## src/rtl/cordic_pkg.sv

```systemverilog
// cordic_pkg: constants shared by the digit-serial CORDIC stage.
// Latency: n/a (package only).
// Backpressure: n/a; angle scale is 180 degrees = 32768 at 16 bits.
package cordic_pkg;

  // Mode encoding on the mode input
  localparam logic MODE_ROT = 1'b0;
  localparam logic MODE_VEC = 1'b1;

  // CORDIC gain compensation 1/K at 16-bit scale; narrower words shift it down
  localparam logic signed [15:0] ONE_OVER_K16 = 16'sd19898;

  // atan(2^-i) at 16-bit angle scale; callers shift down to their word width
  function automatic logic signed [15:0] atan16(input logic [3:0] idx);
    logic signed [15:0] r;
    case (idx)
      4'd0:    r = 16'sd8192;
      4'd1:    r = 16'sd4836;
      4'd2:    r = 16'sd2555;
      4'd3:    r = 16'sd1297;
      4'd4:    r = 16'sd651;
      4'd5:    r = 16'sd326;
      4'd6:    r = 16'sd163;
      4'd7:    r = 16'sd81;
      4'd8:    r = 16'sd41;
      4'd9:    r = 16'sd20;
      4'd10:   r = 16'sd10;
      4'd11:   r = 16'sd5;
      4'd12:   r = 16'sd3;
      4'd13:   r = 16'sd1;
      4'd14:   r = 16'sd1;
      default: r = 16'sd0;
    endcase
    return r;
  endfunction

endpackage

```

## src/rtl/cordic_digit_sipo_piso.sv

```systemverilog
// cordic_digit_sipo_piso: one channel of serial-in word assembly plus a load-able serial-out shifter.
// Latency: a digit is visible in word_o one edge after shift_in_i; a load appears on dout_o one edge later.
// Backpressure: none; a load always overrides an in-progress shift-out and restarts at digit 0.
module cordic_digit_sipo_piso
  import cordic_pkg::*;
#(
  parameter int DIGIT_W = 2,
  parameter int WORD_W  = 12
) (
  input  logic               clk,
  input  logic               rst,
  input  logic               shift_in_i,
  input  logic [DIGIT_W-1:0] din_i,
  output logic [WORD_W-1:0]  word_o,
  input  logic               load_i,
  input  logic [WORD_W-1:0]  load_dat_i,
  input  logic               shift_out_i,
  input  logic               oen_i,
  output logic [DIGIT_W-1:0] dout_o
);

  logic [WORD_W-1:0] in_q;
  logic [WORD_W-1:0] in_d;
  logic [WORD_W-1:0] out_q;
  logic [WORD_W-1:0] out_d;

  // Serial-in: each digit enters at the top so digit 0 settles at the LSB after a full frame.
  // A restarted frame needs no clear: the full set of new digits pushes the stale ones out.
  generate
    if (WORD_W == DIGIT_W) begin : g_single_digit
      always_comb in_d = shift_in_i ? din_i : in_q;
    end else begin : g_multi_digit
      always_comb in_d = shift_in_i ? {din_i, in_q[WORD_W-1:DIGIT_W]} : in_q;
    end
  endgenerate

  // Serial-out: a fresh result wins over shifting so it always starts at digit 0.
  always_comb begin
    out_d = out_q;
    if (load_i) begin
      out_d = load_dat_i;
    end else if (shift_out_i) begin
      out_d = out_q >> DIGIT_W;
    end
  end

  // Input and output word registers
  always_ff @(posedge clk or posedge rst) begin
    if (rst) begin
      in_q  <= '0;
      out_q <= '0;
    end else begin
      in_q  <= in_d;
      out_q <= out_d;
    end
  end

  assign word_o = in_q;
  // Idle lanes are forced to zero so downstream stages never see stale digits.
  assign dout_o = oen_i ? out_q[DIGIT_W-1:0] : '0;

endmodule

```

## src/rtl/cordic_element_serial.sv

```systemverilog
// cordic_element_serial: digit-serial CORDIC micro-rotation (rotation or vectoring), LSB digit first.
// Latency: rdy in cycle T -> result digit 0 with vld in cycle T+NDIG+2; compute edge ends T+NDIG+1.
// Backpressure: none; rdy mid-load restarts the load, a new result preempts shift-out. Option: CORDIC_PRESET_EN.
module cordic_element_serial
  import cordic_pkg::*;
#(
  parameter int DIGIT_W = 2,
  parameter int WORD_W  = 12,
  parameter int STG_W   = 4
) (
  input  logic               clk,
  input  logic               rst,
  input  logic               rdy,
  input  logic               mode,
  input  logic [STG_W-1:0]   stg,
  input  logic [DIGIT_W-1:0] xin,
  input  logic [DIGIT_W-1:0] yin,
  input  logic [DIGIT_W-1:0] ain,
  input  logic               is_in,
  output logic [DIGIT_W-1:0] xout,
  output logic [DIGIT_W-1:0] yout,
  output logic [DIGIT_W-1:0] aout,
  output logic               is_out,
  output logic               vld,
  output logic               busy
);

  localparam int NDIG  = WORD_W / DIGIT_W;
  localparam int CNT_W = (NDIG > 1) ? $clog2(NDIG) : 1;
  localparam logic [CNT_W-1:0] LAST_DIG = CNT_W'(NDIG - 1);

  // Load-side sequencer states
  localparam logic [1:0] ST_IDLE = 2'd0;
  localparam logic [1:0] ST_LOAD = 2'd1;
  localparam logic [1:0] ST_CALC = 2'd2;

`ifdef CORDIC_PRESET_EN
  localparam logic signed [WORD_W-1:0] ONE_OVER_K = WORD_W'(ONE_OVER_K16 >>> (16 - WORD_W));
`endif

  // Load sequencer
  logic [1:0]       st_q;
  logic [1:0]       st_d;
  logic [CNT_W-1:0] ld_cnt_q;
  logic [CNT_W-1:0] ld_cnt_d;
  logic             shift_in;
  logic             calc;

  // Output sequencer, independent of the load counter so frames can overlap
  logic             out_act_q;
  logic             out_act_d;
  logic [CNT_W-1:0] out_cnt_q;
  logic [CNT_W-1:0] out_cnt_d;
  logic             shift_out;
  logic             is_q;
  logic             is_d;

  // Datapath
  logic [WORD_W-1:0]        x_w;
  logic [WORD_W-1:0]        y_w;
  logic [WORD_W-1:0]        a_w;
  logic signed [WORD_W-1:0] x_s;
  logic signed [WORD_W-1:0] y_s;
  logic signed [WORD_W-1:0] a_s;
  logic signed [WORD_W-1:0] xsh;
  logic signed [WORD_W-1:0] ysh;
  logic signed [WORD_W-1:0] atan_w;
  logic signed [WORD_W-1:0] x_n;
  logic signed [WORD_W-1:0] y_n;
  logic signed [WORD_W-1:0] a_n;
  logic                     d_neg;

  assign x_s = x_w;
  assign y_s = y_w;
  assign a_s = a_w;

  // Load sequencing: count digits in, then spend one cycle on the compute edge.
  // rdy always wins; arriving in ST_CALC it still lets that compute happen.
  always_comb begin
    st_d     = st_q;
    ld_cnt_d = ld_cnt_q;
    shift_in = 1'b0;
    calc     = 1'b0;
    case (st_q)
      ST_LOAD: begin
        shift_in = 1'b1;
        if (ld_cnt_q == LAST_DIG) begin
          st_d     = ST_CALC;
          ld_cnt_d = '0;
        end else begin
          ld_cnt_d = ld_cnt_q + 1'b1;
        end
      end
      ST_CALC: begin
        calc = 1'b1;
        st_d = ST_IDLE;
      end
      default: st_d = ST_IDLE;
    endcase
    if (rdy) begin
      st_d     = ST_LOAD;
      ld_cnt_d = '0;
      shift_in = 1'b0;
    end
  end

  // One shift-add iteration on the assembled words; only consumed on the compute edge.
  always_comb begin
    xsh    = x_s >>> stg;
    ysh    = y_s >>> stg;
    atan_w = WORD_W'(atan16(4'(stg)) >>> (16 - WORD_W));
    case (mode)
      MODE_ROT: d_neg = a_s[WORD_W-1];
      MODE_VEC: d_neg = ~y_s[WORD_W-1];
      default:  d_neg = 1'b0;
    endcase
    x_n = d_neg ? (x_s + ysh) : (x_s - ysh);
    y_n = d_neg ? (y_s - xsh) : (y_s + xsh);
    a_n = d_neg ? (a_s + atan_w) : (a_s - atan_w);
`ifdef CORDIC_PRESET_EN
    // Stage 0 in rotation seeds the gain-compensated unit vector instead of using X/Y.
    if ((mode == MODE_ROT) && (stg == '0)) begin
      x_n = ONE_OVER_K;
      y_n = d_neg ? -ONE_OVER_K : ONE_OVER_K;
    end
`endif
  end

  // Output sequencing: shift NDIG digits after each compute; a new compute restarts at digit 0.
  always_comb begin
    out_act_d = out_act_q;
    out_cnt_d = out_cnt_q;
    shift_out = 1'b0;
    is_d      = calc ? is_in : is_q;
    if (out_act_q) begin
      shift_out = 1'b1;
      if (out_cnt_q == LAST_DIG) begin
        out_act_d = 1'b0;
        out_cnt_d = '0;
      end else begin
        out_cnt_d = out_cnt_q + 1'b1;
      end
    end
    if (calc) begin
      out_act_d = 1'b1;
      out_cnt_d = '0;
    end
  end

  // Control state registers
  always_ff @(posedge clk or posedge rst) begin
    if (rst) begin
      st_q      <= ST_IDLE;
      ld_cnt_q  <= '0;
      out_act_q <= 1'b0;
      out_cnt_q <= '0;
      is_q      <= 1'b0;
    end else begin
      st_q      <= st_d;
      ld_cnt_q  <= ld_cnt_d;
      out_act_q <= out_act_d;
      out_cnt_q <= out_cnt_d;
      is_q      <= is_d;
    end
  end

  cordic_digit_sipo_piso #(.DIGIT_W(DIGIT_W), .WORD_W(WORD_W)) u_x (
    .clk        (clk),
    .rst        (rst),
    .shift_in_i (shift_in),
    .din_i      (xin),
    .word_o     (x_w),
    .load_i     (calc),
    .load_dat_i (x_n),
    .shift_out_i(shift_out),
    .oen_i      (out_act_q),
    .dout_o     (xout)
  );

  cordic_digit_sipo_piso #(.DIGIT_W(DIGIT_W), .WORD_W(WORD_W)) u_y (
    .clk        (clk),
    .rst        (rst),
    .shift_in_i (shift_in),
    .din_i      (yin),
    .word_o     (y_w),
    .load_i     (calc),
    .load_dat_i (y_n),
    .shift_out_i(shift_out),
    .oen_i      (out_act_q),
    .dout_o     (yout)
  );

  cordic_digit_sipo_piso #(.DIGIT_W(DIGIT_W), .WORD_W(WORD_W)) u_a (
    .clk        (clk),
    .rst        (rst),
    .shift_in_i (shift_in),
    .din_i      (ain),
    .word_o     (a_w),
    .load_i     (calc),
    .load_dat_i (a_n),
    .shift_out_i(shift_out),
    .oen_i      (out_act_q),
    .dout_o     (aout)
  );

  assign is_out = is_q;
  assign vld    = out_act_q && (out_cnt_q == '0);
  assign busy   = (st_q != ST_IDLE) || out_act_q;

endmodule
```

## config.mk

```make
export PLATFORM = sky130hd
export DESIGN_NAME = cordic_element_serial
export DESIGN_NICKNAME = d
export VERILOG_FILES = /design/src/rtl/cordic_pkg.sv /design/src/rtl/cordic_digit_sipo_piso.sv /design/src/rtl/cordic_element_serial.sv
export SDC_FILE = /design/constraint.sdc
export NUM_CORES = 1
export LEC_CHECK = 0
export BUFFER_PORTS_ARGS = -buffer_cell sky130_fd_sc_hd__buf_2
export CAP_MARGIN = 20
export CORE_MARGIN = 4
export CORE_UTILIZATION = 45
export DETAILED_ROUTE_END_ITERATION = 12
export GPL_ROUTABILITY_DRIVEN = 0
export GPL_TIMING_DRIVEN = 0
export MAX_ROUTING_LAYER = met4
export PLACE_DENSITY = 0.71
export SLEW_MARGIN = 20
export SYNTH_ARGS = -nofsm -noshare
export SYNTH_HDL_FRONTEND = slang
export SYNTH_SLANG_ARGS = --single-unit
```

## constraint.sdc

```tcl
create_clock -name clk -period 4.6 [get_ports clk]
set_input_delay 0 -clock clk [delete_from_list [all_inputs] [get_ports clk]]
set_output_delay 0 -clock clk [all_outputs]
set_load 0.03 [all_outputs]
```

# Word level (Yosys, flattened, before mapping)
# Memories as Yosys holds them, arrays and structs flattened.
# Cells that the tools add are included.
# W data, S select, Z words.
[word_totals]
out_inout_bits = 9
mem_count = 1
register_bits = 82
romBits = 224
[mem_list]
columns = ["memory", "words", "width", "read_ports", "rd_clocked_by_memory_dff", "write_ports", "line", "rtl"]
rows = [
  ["(no name shown)", 16, 14, 1, 0, 0, "cordic_pkg.sv:16", "case (idx)"],
]
[classes]
n_mux = 29
n_eq_ne = 5
n_reduce_logical = 7
bitwise_logic = 2
n_shift = 2
n_addsub = 8
[ops]
columns = ["operator", "count"]
rows = [
  ["$mux W12", 9],
  ["$add A12 B12 Y12", 3],
  ["$sub A12 B12 Y12", 3],
  ["$sshr A12 B4 Y12", 2],
  ["$mux W3", 6],
  ["$mux W2", 6],
  ["$reduce_bool A2 Y1", 4],
  ["$mux W1", 7],
  ["$add A3 B1 Y3 const B", 2],
  ["$eq A3 B3 Y1 const B", 2],
  ["$logic_not A3 Y1", 1],
  ["$ne A3 B3 Y1 const B", 1],
  ["$eq A2 B1 Y1 const B", 1],
  ["$eq A2 B2 Y1 const B", 1],
  ["$not A1 Y1", 2],
  ["$pmux W1 S2", 1],
  ["$logic_and A1 B1 Y1", 1],
  ["$logic_or A1 B1 Y1", 1],
]

# Longest topological paths before layout
[logic_depth]
word_depth = 4
ltp_mapped = 20

# Hierarchy
# From an unflattened synthesis, not the netlist that was laid out.
[unflattened]
hier_cells = 723
hier_area_um2 = 6897.9
[modules_own_cells]
columns = ["mod", "cells_per_inst", "instances", "seq_area_each_um2", "area_per_inst_um2"]
rows = [
  ["cordic_element_serial", 488, 1, 250.2, 3898.7],
  ["cordic_digit_sipo_piso at u_a ...", 78, 2, 600.6, 996.0],
  ["cordic_digit_sipo_piso at u_x", 79, 1, 600.6, 1007.2],
]

# Worst setup path after synthesis
# No wires, ideal clock.
[synth_path]
path_type = "reg-to-reg"
from = "register u_y.in_q[10] (netlist: u_y.word_o[10])"
to = "register u_x.out_q[11]"
path_slack_ns = 1.001
required_ns = 4.469
arrival_time_ns = 3.468
period_less_slack_ns = 3.599
path_stages_with_launch = 16
path_cell_list = "dfrtp_1 > mux4_2 > mux4_2 > inv_1 > ha_1 > nand2_1 > o21ai_0 > ha_1 > a211oi_1 > o21bai_1 > a21oi_1 > o21ai_0 > a31oi_1 > o21ai_0 > xnor2_1 > o21ai_1"
[synth_via]
elab_chain_cells = 4
elab_cells_between_ends = 5
[synth_lines]
columns = ["element", "line", "rtl"]
rows = [
  ["start, declared", "cordic_digit_sipo_piso.sv:22", "logic [WORD_W-1:0] in_q;"],
  ["start signal, assigned", "cordic_digit_sipo_piso.sv:53", "in_q <= in_d;"],
  ["$sshr A12 B4 Y12 *", "cordic_element_serial.sv:110", "ysh = y_s >>> stg;"],
  ["$sub A12 B12 Y12 / $add A12 B12 Y12 (equally long branches)", "cordic_element_serial.sv:117", "x_n = d_neg ? (x_s + ysh) : (x_s - ysh);"],
  ["$mux W12 *", "cordic_element_serial.sv:117", ""],
  ["$mux W12 *", "cordic_digit_sipo_piso.sv:40", "if (load_i) begin"],
  ["end signal, assigned", "cordic_digit_sipo_piso.sv:54", "out_q <= out_d;"],
  ["end, declared", "cordic_digit_sipo_piso.sv:24", "logic [WORD_W-1:0] out_q;"],
]
# Mark *: on every way between the ends. The rest lies on a longest branch, timed or not.
# A chain may end at the register's enable or synchronous reset.

# Worst setup path in the final report
[layout_path]
from = "register u_x.in_q[10] (netlist: u_x.word_o[10])"
to = "register u_y.out_q[11]"
[layout_via]
elab_chain_cells = 4
elab_cells_between_ends = 5
[layout_lines]
columns = ["element", "line", "rtl"]
rows = [
  ["start, declared", "cordic_digit_sipo_piso.sv:22", ""],
  ["start signal, assigned", "cordic_digit_sipo_piso.sv:53", ""],
  ["$sshr A12 B4 Y12 *", "cordic_element_serial.sv:109", "xsh = x_s >>> stg;"],
  ["$add A12 B12 Y12 / $sub A12 B12 Y12 (equally long branches)", "cordic_element_serial.sv:118", "y_n = d_neg ? (y_s - xsh) : (y_s + xsh);"],
  ["$mux W12 *", "cordic_element_serial.sv:118", ""],
  ["$mux W12 *", "cordic_digit_sipo_piso.sv:40", ""],
  ["end signal, assigned", "cordic_digit_sipo_piso.sv:54", ""],
  ["end, declared", "cordic_digit_sipo_piso.sv:24", ""],
]
# Marked as above.

==> metrics.md <==
| Metric | Value |
|---|---|
| Starting Density | 46.1% |
| First-pass GRT wire length | 27,000 um |
| Detail Route Antenna Nets | 0 |
| Least-Margin Pin Slew | 0.827 ns |
| Final period util | 93.6% |
| Reg2Reg Setup Slack | 0.30 ns |
| N_diodes | 0 |
| Cell taking the most area after synthesis | dfrtp_1 |
| Largest driver fanout on the critical path | 10 |
| P per Cell Area | a little under 500 mW/mm^2 |
| Max Cap Violations | 0 |
| Max-slew violation count | 0 |
| Data arrival, critical path | 4.58 ns |
| Total Wirelength | 16,500 um |
| Share of layout cells above drive strength 1 | about 15% |
| Average wire per standard cell | around 18 um |
| GR Overflow Total | 0 |
| H-Tree Depth | 3 |
| Most frequent cells in the layout | dfrtp_1, nand2_1, o21ai_0 |
| Layout fillers | between 1,000 and 1,500 |
| Post-Syn Nets | 774 |
| Crit-path max cell delay | 0.55 ns |
| Peak VDD IR | 211 uV |
| Crit path capture | u_y.out_q[11]$_DFFE_PP0P_ |
| Die area | between 0.015 and 0.02 mm^2 |
| Row count | 44 |
| Post-synthesis sequential area ratio | 30.5% |
| Post-synth EDFFs | 0 |
| Synth top area share | 30.5% |
| Clock buffer depth | 2 |
| Vias | approximately 5,500 |
| Post-CTS setup buffers | 0 |
| Clock root buffer | clkbuf_16 |
| Design Area, Final | 0.00748 mm^2 |
| Clk pin slew, worst setup/hold paths | 0.06 ns |
| HPWL after detailed placement | 12,300 um |
| Max stage delay cell, worst path | a221oi_1 |
| Mapped Avg Cell Area | between 9 and 10 um^2 |
| Final min period | 4.30 ns |
| Endpoints failing hold | 0 |
| Worst setup EP type | flip-flop |
| Yosys synthesis warning count | 0 |
| Core box area | between 0.01 and 0.015 mm^2 |
| CTS Buf Count | 9 |
| Peak Freq | 232 MHz |
| Number of global-route vias before repair | about 5,000 |
| Initial antenna violation count | 0 |
| Static leakage | 3.10 nW |
| Leading cell type in the layout, fill and taps excluded | dfrtp_1 |
| Total chip power | 3.60 mW |
| Multi-input logic area | 0.00442 mm^2 |
| Layout area overhead | 11.2% |
| CP Launch Type | flip-flop |
| Synth Flop Type | dfrtp_1 |
| Synth area leaders | dfrtp_1, ha_1, mux2i_1, mux2_2, mux4_2 |
| Reg2reg start | u_x.word_o[10]$_DFFE_PP0P_ |
| Clock Latency Late Sink | about 0.35 ns |
| Critical-path cell list | clkbuf_1 > mux2i_1 > mux2i_1 > a221oi_1 > ha_1 > nor2_1 > xnor2_1 > ha_1 > o21ai_0 > a21oi_1 > nor4_1 > nor4_1 > nor2_1 > a21oi_1 > xnor3_1 > o21ai_1 |
| CP startpoint | u_x.word_o[10]$_DFFE_PP0P_ |
| Post-Syn Area | slightly below 0.007 mm^2 |
| Syn Inst Count | 712 |
| HP Class | input pin to async pin |
| Placed Area | 0.00708 mm^2 |
| Fraction of registers with async set/reset | 100% |
| Crit path required time | about 4.9 ns |
| Worst reg2reg endpoint | u_y.out_q[11]$_DFFE_PP0P_ |
| GRT Total Usage | 20.9% |
| CP Class | flip-flop to flip-flop |
| Largest net degree at the start of global routing | 43 |
| TritonCTS clock tree | built |
| Slew HR | roughly 45% |
| Register area | 0.00205 mm^2 |
| Worst Skew | between 0.008 and 0.009 ns |
| Unique masters post-synth | 62 |
| Chip height | about 130 um |
| Die extent in x | ~130 um |
| TritonCTS Sinks | 82 |
| I/O pins | 24 |
| Register-to-Register Path Depth | 16 |
| Avg Vias per Cell | approximately 6 |
| # DRC | 0 |
| PortBufs | 21 |
| DRT iter0 DRCs | 609 |
| 1st-pass router iterations | 6 |
| Status | finished, final reports clean |
| Yosys reg bits | 82 |
| NumNets Final | 816 |
| Setup violators final | 0 |
[logic make-up (layout without fill, tap and decap cells)]
kind of cell	Yosys count	count (layout)	synth area share, %
buffers and inverters	61	108	3.80
adders and majority gates	47	47	9.08
muxes	109	109	20.1
and+or+nand+nor	189	189	13.4
xor gates and xnor gates	57	57	7.63
AOI/OAI and AO/OA	167	167	15.5
DFF	82	82	30.5
[sequential cells by signal (all words and copies together) (netlist names), 2 cells and up]
name        count
st_q            2
u_x.word_o     12
u_y.word_o     12
u_a.word_o     12
ld_cnt_q        3
u_y.out_q      12
u_a.out_q      12
out_cnt_q       3
u_x.out_q      12
[worst max-delay path: cells and delay by family, from the launching register on]
family	cells	cell delay, ns
xor+xnor	2	0.57
buf+inv	1	0.26
compound gates	5	1.14
simple gates	4	0.67
fa+ha+maj	2	0.71
mux	2	0.48
flops	1	0.40
[cell usage after synthesis, drive strengths merged (17+ instances only)]
master   n
a21oi   35
buf     20
clkbuf  22
dfrtp   82
ha      44
inv     18
mux2    40
mux2i   52
mux4    17
nand2   71
nor2    47
o21ai   64
xnor2   34
xor2    22
[timing repair]
action                     4_1_cts  5_1_grt
setup endpoints to repair        0        3
resized for setup                0        1
hold endpoints to repair        53        0
hold buffers                     9        0
[power by group]
group	internal (mW)	switching (mW)
logic	0.827	0.912
clock network	0.436	0.304
registers	0.900	0.219
total	2.16	1.44
[worst min path at each step]
stage	cells after the start	endpoint	slack, ns	from
after CTS	3	ld_cnt_q[2]$_DFFE_PP0P_	0.26	rst
after floorplan	1	ld_cnt_q[0]$_DFFE_PP0P_	0.07	rdy
after global placement	3	is_out$_DFFE_PP0P_	0.19	is_in
after detailed placement	2	ld_cnt_q[2]$_DFFE_PP0P_	0.09	rst
after global routing	3	ld_cnt_q[2]$_DFFE_PP0P_	0.32	rst
final	3	u_a.out_q[8]$_DFFE_PP0P_	0.25	rst
[metrics by stage]
stage | worst slack [ns] | utilization, % | cells | TNS [ns] | hold slack, ns
after detailed placement | 0.204 | 48.6 | 918 | 0 | 0.0897
after floorplan | 1.00 | - | 712 | 0 | 0.0663
after global placement | 0.257 | 48.4 | 917 | 0 | 0.194
after global routing | -0.00918 | 51.3 | 943 | -0.00918 | 0.318
after CTS | 0.284 | 51.3 | 943 | 0 | 0.264
final | 0.296 | 51.3 | 943 | 0 | 0.249
[per-layer routing]
metal	wire length (um)	track usage [%]	share of wire (%)
met4	450	7.09	2.7
met1	7850	29.5	47
met5	0	-	0
met2	7130	29.9	43
met3	1120	4.34	6.7
[final cells by class]
class | instances | area share (%)
plain buffers | 42 | 2.46
clock buffers | 10 | 3.19
clock inverters | 6 | 0.870
inverters | 19 | 0.987
multi-input cells | 569 | 59.1
flip-flops and latches | 82 | 27.4
well taps | 184 | 3.08
repair buffers | 31 | 2.88
No activity file was read; power rests on OpenSTA's default activity.
